===== src/rtl/riscv_pkg.sv =====
// Shared constants and types for the instruction fetch unit: opcodes, immediate
// formats, the NOP used as the reset IR value, and the fetch FSM states.
package riscv_pkg;

  localparam logic [6:0] OP_R      = 7'b0110011;
  localparam logic [6:0] OP_IMM    = 7'b0010011;
  localparam logic [6:0] OP_LOAD   = 7'b0000011;
  localparam logic [6:0] OP_JALR   = 7'b1100111;
  localparam logic [6:0] OP_SYS    = 7'b1110011;
  localparam logic [6:0] OP_STORE  = 7'b0100011;
  localparam logic [6:0] OP_BRANCH = 7'b1100011;
  localparam logic [6:0] OP_LUI    = 7'b0110111;
  localparam logic [6:0] OP_JAL    = 7'b1101111;

  localparam logic [31:0] NOP_INSTR = 32'h0000_0013;

  typedef enum logic [2:0] {
    IMM_I,
    IMM_S,
    IMM_SB,
    IMM_U,
    IMM_UJ,
    IMM_NONE
  } imm_type_e;

  typedef enum logic [1:0] {
    StIdle,
    StWait,
    StDone
  } fetch_state_e;

  function automatic imm_type_e imm_type_of(input logic [6:0] op);
    imm_type_e t;
    case (op)
      OP_IMM, OP_LOAD, OP_JALR, OP_SYS: t = IMM_I;
      OP_STORE:                         t = IMM_S;
      OP_BRANCH:                        t = IMM_SB;
      OP_LUI:                           t = IMM_U;
      OP_JAL:                           t = IMM_UJ;
      default:                          t = IMM_NONE;
    endcase
    return t;
  endfunction

endpackage


===== src/rtl/imm_gen.sv =====
// Immediate generator: picks the immediate layout from the opcode and
// sign-extends it to XLEN bits (XLEN must be at least 32).
module imm_gen
  import riscv_pkg::*;
#(
  parameter int unsigned XLEN = 64
) (
  input  logic [31:0]     i_ir,
  output logic [XLEN-1:0] o_imm
);

  logic [31:0] w_imm32;

  always_comb begin
    w_imm32 = '0;
    case (imm_type_of(i_ir[6:0]))
      IMM_I:   w_imm32 = {{20{i_ir[31]}}, i_ir[31:20]};
      IMM_S:   w_imm32 = {{20{i_ir[31]}}, i_ir[31:25], i_ir[11:7]};
      IMM_SB:  w_imm32 = {{19{i_ir[31]}}, i_ir[31], i_ir[7], i_ir[30:25], i_ir[11:8], 1'b0};
      IMM_U:   w_imm32 = {i_ir[31:12], 12'b0};
      IMM_UJ:  w_imm32 = {{11{i_ir[31]}}, i_ir[31], i_ir[19:12], i_ir[20], i_ir[30:21], 1'b0};
      default: w_imm32 = '0;
    endcase
  end

  always_comb begin
    o_imm        = {XLEN{w_imm32[31]}};
    o_imm[31:0]  = w_imm32;
  end

endmodule


===== src/rtl/instr_fetch_unit.sv =====
// Fetch stage: owns PC and IR, fetches over a ready handshake, decodes IR fields.
// Optional macro FETCH_TIMEOUT_EN bounds the WAIT state to TIMEOUT_CYC cycles.
module instr_fetch_unit
  import riscv_pkg::*;
#(
  parameter int unsigned     XLEN        = 64,
  parameter logic [XLEN-1:0] RESET_PC    = '0,
  parameter int unsigned     TIMEOUT_CYC = 16
) (
  input  logic            CLK,
  input  logic            RST,
  input  logic            fetch_req,
  input  logic            pc_wr,
  input  logic            pc_sel,
  input  logic [XLEN-1:0] branch_target,
  output logic [XLEN-1:0] mem_addr,
  output logic            mem_rd,
  input  logic [31:0]     mem_rdata,
  input  logic            mem_ready,
  output logic [XLEN-1:0] pc,
  output logic            busy,
  output logic            instr_valid,
  output logic            misaligned_err,
  output logic            fetch_err,
  output logic [6:0]      op_code,
  output logic [4:0]      rd,
  output logic [2:0]      funct3,
  output logic [4:0]      rs1,
  output logic [4:0]      rs2,
  output logic [6:0]      funct7,
  output logic [XLEN-1:0] imm
);

  fetch_state_e    r_state, w_state_next;
  logic [XLEN-1:0] r_pc;
  logic [31:0]     r_ir;
  logic [XLEN-1:0] r_mem_addr;
  logic            r_mis_err;
  logic            w_ir_load;

`ifdef FETCH_TIMEOUT_EN
  localparam int unsigned CntW = $clog2(TIMEOUT_CYC > 1 ? TIMEOUT_CYC : 2);
  logic [CntW-1:0] r_cnt;
  logic            w_timeout;
  logic            r_fetch_err;
`endif

  always_comb begin
    w_state_next = r_state;
    w_ir_load    = 1'b0;
`ifdef FETCH_TIMEOUT_EN
    w_timeout    = 1'b0;
`endif
    case (r_state)
      StIdle: if (fetch_req) w_state_next = StWait;
      StWait: begin
        // A ready in the last counted cycle still completes the fetch.
        if (mem_ready) begin
          w_state_next = StDone;
          w_ir_load    = 1'b1;
        end
`ifdef FETCH_TIMEOUT_EN
        else if (r_cnt == CntW'(TIMEOUT_CYC - 1)) begin
          w_state_next = StIdle;
          w_timeout    = 1'b1;
        end
`endif
      end
      StDone:  w_state_next = StIdle;
      default: w_state_next = StIdle;
    endcase
  end

  always_ff @(posedge CLK) begin
    if (RST) begin
      r_state    <= StIdle;
      r_pc       <= RESET_PC;
      r_ir       <= NOP_INSTR;
      r_mem_addr <= '0;
      r_mis_err  <= 1'b0;
    end else begin
      r_state   <= w_state_next;
      r_mis_err <= pc_wr && pc_sel && (branch_target[1:0] != 2'b00);
      if (r_state == StIdle && fetch_req) r_mem_addr <= r_pc;
      if (w_ir_load) r_ir <= mem_rdata;
      // PC update is independent of the FSM; fetch above sees the old PC.
      if (pc_wr) begin
        if (!pc_sel) begin
          r_pc <= r_pc + XLEN'(4);
        end else if (branch_target[1:0] == 2'b00) begin
          r_pc <= branch_target;
        end
      end
    end
  end

`ifdef FETCH_TIMEOUT_EN
  always_ff @(posedge CLK) begin
    if (RST) begin
      r_cnt       <= '0;
      r_fetch_err <= 1'b0;
    end else begin
      r_fetch_err <= w_timeout;
      if (r_state == StWait) r_cnt <= r_cnt + CntW'(1);
      else                   r_cnt <= '0;
    end
  end
  assign fetch_err = r_fetch_err;
`else
  assign fetch_err = 1'b0;
`endif

  assign mem_addr       = r_mem_addr;
  assign mem_rd         = (r_state == StWait);
  assign pc             = r_pc;
  assign busy           = (r_state != StIdle);
  assign instr_valid    = (r_state == StDone);
  assign misaligned_err = r_mis_err;

  assign op_code = r_ir[6:0];
  assign rd      = r_ir[11:7];
  assign funct3  = r_ir[14:12];
  assign rs1     = r_ir[19:15];
  assign rs2     = r_ir[24:20];
  assign funct7  = r_ir[31:25];

  imm_gen #(
    .XLEN(XLEN)
  ) u_imm_gen (
    .i_ir (r_ir),
    .o_imm(imm)
  );

endmodule


===== config.mk =====
export PLATFORM = sky130hd
export DESIGN_NAME = instr_fetch_unit
export DESIGN_NICKNAME = d
export VERILOG_FILES = /design/src/rtl/riscv_pkg.sv /design/src/rtl/imm_gen.sv /design/src/rtl/instr_fetch_unit.sv
export SDC_FILE = /design/constraint.sdc
export NUM_CORES = 1
export LEC_CHECK = 0
export BUFFER_PORTS_ARGS = -buffer_cell sky130_fd_sc_hd__buf_2
export CAP_MARGIN = 20
export CORE_UTILIZATION = 41
export CTS_CLUSTER_SIZE = 12
export DETAILED_ROUTE_END_ITERATION = 8
export PLACE_DENSITY = 0.72
export SYNTH_ARGS = -nofsm -noshare
export SYNTH_HDL_FRONTEND = slang
export SYNTH_HIERARCHICAL = 1
export SYNTH_SLANG_ARGS = --single-unit

===== constraint.sdc =====
create_clock -name CLK -period 2.95 [get_ports CLK]
set_input_delay 0.7375 -clock CLK [delete_from_list [all_inputs] [get_ports CLK]]
set_output_delay 0.7375 -clock CLK [all_outputs]
set_load 0.005 [all_outputs]

**Word level (Yosys, flattened, before mapping)**

Index checks and enable logic that the tools add are counted.

- Bits in registers: 163
- Input bits: 102
- Output and inout bits: 229
- Logic and storage cells: 43

- Add/subtract/negate cells: 1
- Eq/ne operators: 17
- Multiplexer cells: 9
- Reductions and logical operators: 11

Operators with widths:

| kind | number |
|---|---|
| 32-bit one-hot mux with 5 select lines | 1 |
| 64-bit two-way mux | 2 |
| 64-bit by 3-bit adder with 64-bit output, second input constant | 1 |
| 7-bit == test, second input constant | 4 |
| 3-bit one-hot mux with 5 select lines | 1 |
| 7-bit by 6-bit == test with 1-bit output, second input constant | 2 |
| 7-bit by 2-bit == test with 1-bit output, second input constant | 1 |
| 7-bit by 5-bit == test with 1-bit output, second input constant | 1 |
| 3-bit by 2-bit == test with 1-bit output, second input constant | 2 |
| 2-bit logical NOT | 2 |
| 2-bit two-way mux | 2 |
| 2-bit by 1-bit inequality test with 1-bit output, second input constant | 2 |
| 2-bit one-hot mux with 2 select lines | 1 |
| 2-bit AND reduction | 2 |
| 2-bit nonzero test | 2 |
| 4-bit OR reduction | 1 |
| 3-bit by 1-bit == test with 1-bit output, second input constant | 1 |
| 3-bit == test, second input constant | 1 |
| 1-bit logical AND | 3 |
| 3-bit logical NOT | 1 |
| 2-bit by 1-bit == test with 1-bit output, second input constant | 1 |
| 2-bit == test, second input constant | 1 |
| 1-bit two-way mux | 2 |
| 2-bit inequality test, second input constant | 1 |

**Logic depth before layout (Yosys ltp)**

- Word-level depth: 5
- Depth in mapped cells: 8

**Hierarchy**

The synthesis kept the hierarchy.

Modules (own cells, without submodules):

| module | times used | cells an instance | area an instance (µm²) | seq. area each (µm²) |
|---|---|---|---|---|
| instr_fetch_unit | 1 | 1043 | 7790.0 | 3263.1 |
| imm_gen | 1 | 116 | 817.0 | 0.0 |

**Worst setup path after synthesis**

No wires, ideal clock.

- Kind: reg2out
- From: register r_ir[2]
- To: output imm[32]
- Arrival: 2464 ps
- Required time: 2213 ps
- Setup slack: -252 ps
- Cell stages (with the launch flop): 7
- Path buffers: 2
- Path through: dfxtp_1 > clkbuf_4 > and3b_1 > nand3b_1 > a31o_1 > nor2_1 > buf_4

- Word-level cells in the longest chain between the ends: 5
- Elaborated cells between the ends (all ways): 16
- Those cells by class: eq/ne (12); mux (2); reduce/logical (2)

Ends and longest elaborated chain:

| element | line | RTL |
|---|---|---|
| from (decl) | instr_fetch_unit.sv:36 | `logic [31:0] r_ir;` |
| from (signal assigned) | instr_fetch_unit.sv:85 | `if (w_ir_load) r_ir <= mem_rdata;` |
| 7-bit by 5-bit == test with 1-bit output (tied with other cells) | riscv_pkg.sv:34 | `case (op)` |
| 4-bit OR reduction | riscv_pkg.sv:34 |  |
| 3-bit one-hot mux with 5 select lines * | riscv_pkg.sv:34 |  |
| 3-bit == test (tied with other cells) | imm_gen.sv:16 | `case (imm_type_of(i_ir[6:0]))` |
| 32-bit one-hot mux with 5 select lines * | imm_gen.sv:16 |  |
| to (decl) | instr_fetch_unit.sv:31 | `output logic [XLEN-1:0] imm` |

Mark *: on every way between the ends. The rest lies on a longest branch, timed or not.

**Worst setup path in the final report**

- From: register r_ir[5]
- To: output imm[32]

Same word-level chain as after synthesis.

==> results.yml <==
layout:
  fin_util_pct: 54.21
  nets: 1535
  regArea_sq_um: 3268
  syn_to_final_growth_pct: 28.67
  multi_input_area_sq_um: 4682
  drive_gt1_share_pct: 30.93
  final_area_sq_um: 11070
  instances_no_fill: 1719
  fillers: 2031
timing:
  period_minus_slack_ns: 2.798
  max-slew-margin-rel_pct: 47.14
  fin_hold_ws_ns: 0.4511
  drv_slew: 0
  rsz0062_at_grt: "no"
  finalSetupViolCount: 0
  tightestPinTransition_ns: 0.7857
  max_freq_ghz: 0.3574
  setup-tns-final_ns: 0
  finalCritPeriodShare_pct: 94.84
  finalHoldViolCount: 0
  finClkSkew_ns: 0.01455
die:
  dieHeight_um: 146.9
  die-area_sq_um: 21580
  row_count: 52
  core_area_sq_um: 20430
  start_util_pct: 42.13
  die_w_um: 146.9
  floorplan.io_pins: 331
power_and_ir_drop:
  p_leak_nw: 4.929
  switching_share_pct: 27.47
  p_int_mw: 4.038
  comb_power_share_pct: 12.4
  p_clk_share_pct: 44.6
  peakVddDrop_uv: 386.5
  net-switching-power_mw: 1.530
  p_per_area_nw_per_um2: 502.8
  sequentialPowerShare_pct: 42.9
synthesis:
  yosysWarnings: 6
  synth.area.mux_share_pct: 1.701
  synthMostInstantiatedCell: "nand2_1"
  synth_compound_area_share_pct: 22.08
  avgSynthCellArea_sq_um: 7.426
  synth-simple-area-share_pct: 30.09
  ys_seq_elements: 163
  synth_top_family_by_area: "simple AND/OR/NAND/NOR gates"
  ys.flop_type: "dfxtp_1"
  syn_inst: 1159
  yosysUniqueCellTypes: 75
  yosysSeqAreaShare_pct: 37.91
  synth_nets: 1262
  synth_xor_area_share_pct: 0.1018
  yosys.area.top_type_share_pct: 37.91
  yosysTopAreaCell: "dfxtp_1"
  synth_area_leaders: "dfxtp_1 (38%), nand2_1 (11%), a21oi_1 (8.4%), nand4_1 (3.0%), buf_4 (2.9%)"
  synthesis.area_sq_um: 8607
  synth_common_cells: "nand2_1 (248), dfxtp_1 (163), a21oi_1 (144)"
  async_flop_share_pct: 0
  synth_fa_ha_area_share_pct: 0.1454
  synth_edf_count: 0
placement:
  post-dp-hpwl_um: 23820
  place_congestion: 0.9183
  postPlaceCellArea_sq_um: 10410
  placed_cells: 1683
  port_buffers: 329
setup_path:
  startpoint_type: "flip-flop"
  cp.arrival_ns: 2.06
  cp_max_fo: 33
  crit_required_ns: 2.21
  end_kind: "output pin"
  critPathKind: "reg -> out"
clock_tree:
  cts_num_sinks: 163
  cts_buffer_depth: 2
  ctsHoldBuffers: 0
  clock_latency_ns: 0.43
  cts_tree: "done"
  cts_root_buf: "clkbuf_16"
  cts_buffers: 17
  clk_pin_slew_ns: 0.07
  htree_levels: 4
detailed_routing:
  viasPerCell: 5.735
  drc: 0
  ant_nets: 0
  vias: 9858
  wl_um: 32170
  drt_iter0_drc: 716
  avgRoutedWirePerCell_um: 18.72
  first_pass_iters: 5
run_status:
  outcome: "complete, no violations"
global_routing:
  antenna_found_initial: 8
  grt_max_degree: 78
  grt_pass1_vias: 9141
  overflow: 0
  grt_use_total_pct: 29.47
  grt_pass1_wl_um: 50290
min_path:
  worstHoldPathType: "reg -> reg"
run:
  max-cap-violations: 0
final timing paths:
kind,from,end,slack [ns],cells after the start
max,r_ir[5],imm[32],0.15,6
min,mem_addr[0],mem_addr[0],0.45,2
max reg2reg,pc[3],pc[60],0.34,6
min reg2reg,mem_addr[0],mem_addr[0],0.45,2
routing by layer:
layer	wire length (um)	up-vias	GRT usage, %
li1	-	4664	-
met1	12290	4620	35.06
met2	16460	492	52.46
met3	2460	80	5.000
met4	945	2	11.91
met5	13	-	0
layout by cell type (no fill, tap or decap), drive strengths merged, types with 11 or more instances in the layout:
cell / netlist / layout
nor4: 22 / 22
a21o: 26 / 26
clkbuf: 65 / 18
a22oi: 12 / 12
o21ai: 35 / 35
inv: 13 / 20
nor3: 24 / 24
buf: 61 / 380
nor2: 59 / 59
nand4: 42 / 42
a211oi: 11 / 11
or4: 12 / 12
a31oi: 19 / 19
dfxtp: 163 / 163
or3: 12 / 12
nand2: 248 / 248
and3: 31 / 31
a21oi: 144 / 144
nand3: 42 / 42
cell type report:
| type | instances | share of cell area [%] |
|---|---|---|
| Sequential cell | 163 | 29.51 |
| Tap cell | 270 | 3.050 |
| Multi-Input combinational cell | 857 | 42.28 |
| Timing Repair Buffer | 380 | 18.72 |
| Clock inverter | 14 | 1.943 |
| Antenna cell | 4 | 0.09039 |
| Clock buffer | 18 | 3.966 |
| Inverter | 13 | 0.4406 |
power by group through the flow:
stage	Combinational, mW	Sequential [mW]	Clock [mW]
after CTS	0.692	2.39	2.52
after global routing	0.760	2.40	2.63
after detailed placement	0.689	2.44	0
final	0.693	2.39	2.49
after floorplan	0.385	2.41	0
after global placement	0.682	2.43	0
critical path, cell delays in order, from the launching register on:
cell and delay [ns]:
dfxtp_2 0.41, nor4_4 0.31, a31oi_2 0.09, a31o_1 0.31, nor2_2 0.09, buf_4 0.25
buf_2 0.16
cells by family after synthesis:
kind of cell / after synthesis
compound gates: 308
xor+xnor: 1
fa+ha+maj: 1
buf+inv: 139
flops: 163
mux: 14
other cells: 1
simple gates: 532
state kept, by name (all words and copies together), names as in the netlist:
name            cells
r_ir               32
misaligned_err      1
r_state             2
mem_addr           64
pc                 64
per-stage QoR:
step | total power, mW | worst slack, ns
2_1_floorplan | 2.798 | 0.1730
3_3_place_gp | 3.115 | 0.4067
3_5_place_dp | 3.125 | 0.3758
4_1_cts | 5.595 | 0.03145
5_1_grt | 5.787 | 0.03005
6_report | 5.568 | 0.1522
timing repair:
action	in CTS	in global routing
resized for setup	0	4
endpoints found under the setup margin	0	41
endpoints found under the hold margin	0	0
buffers inserted	0	0
Note: power is estimated with default switching activity, not from simulation.
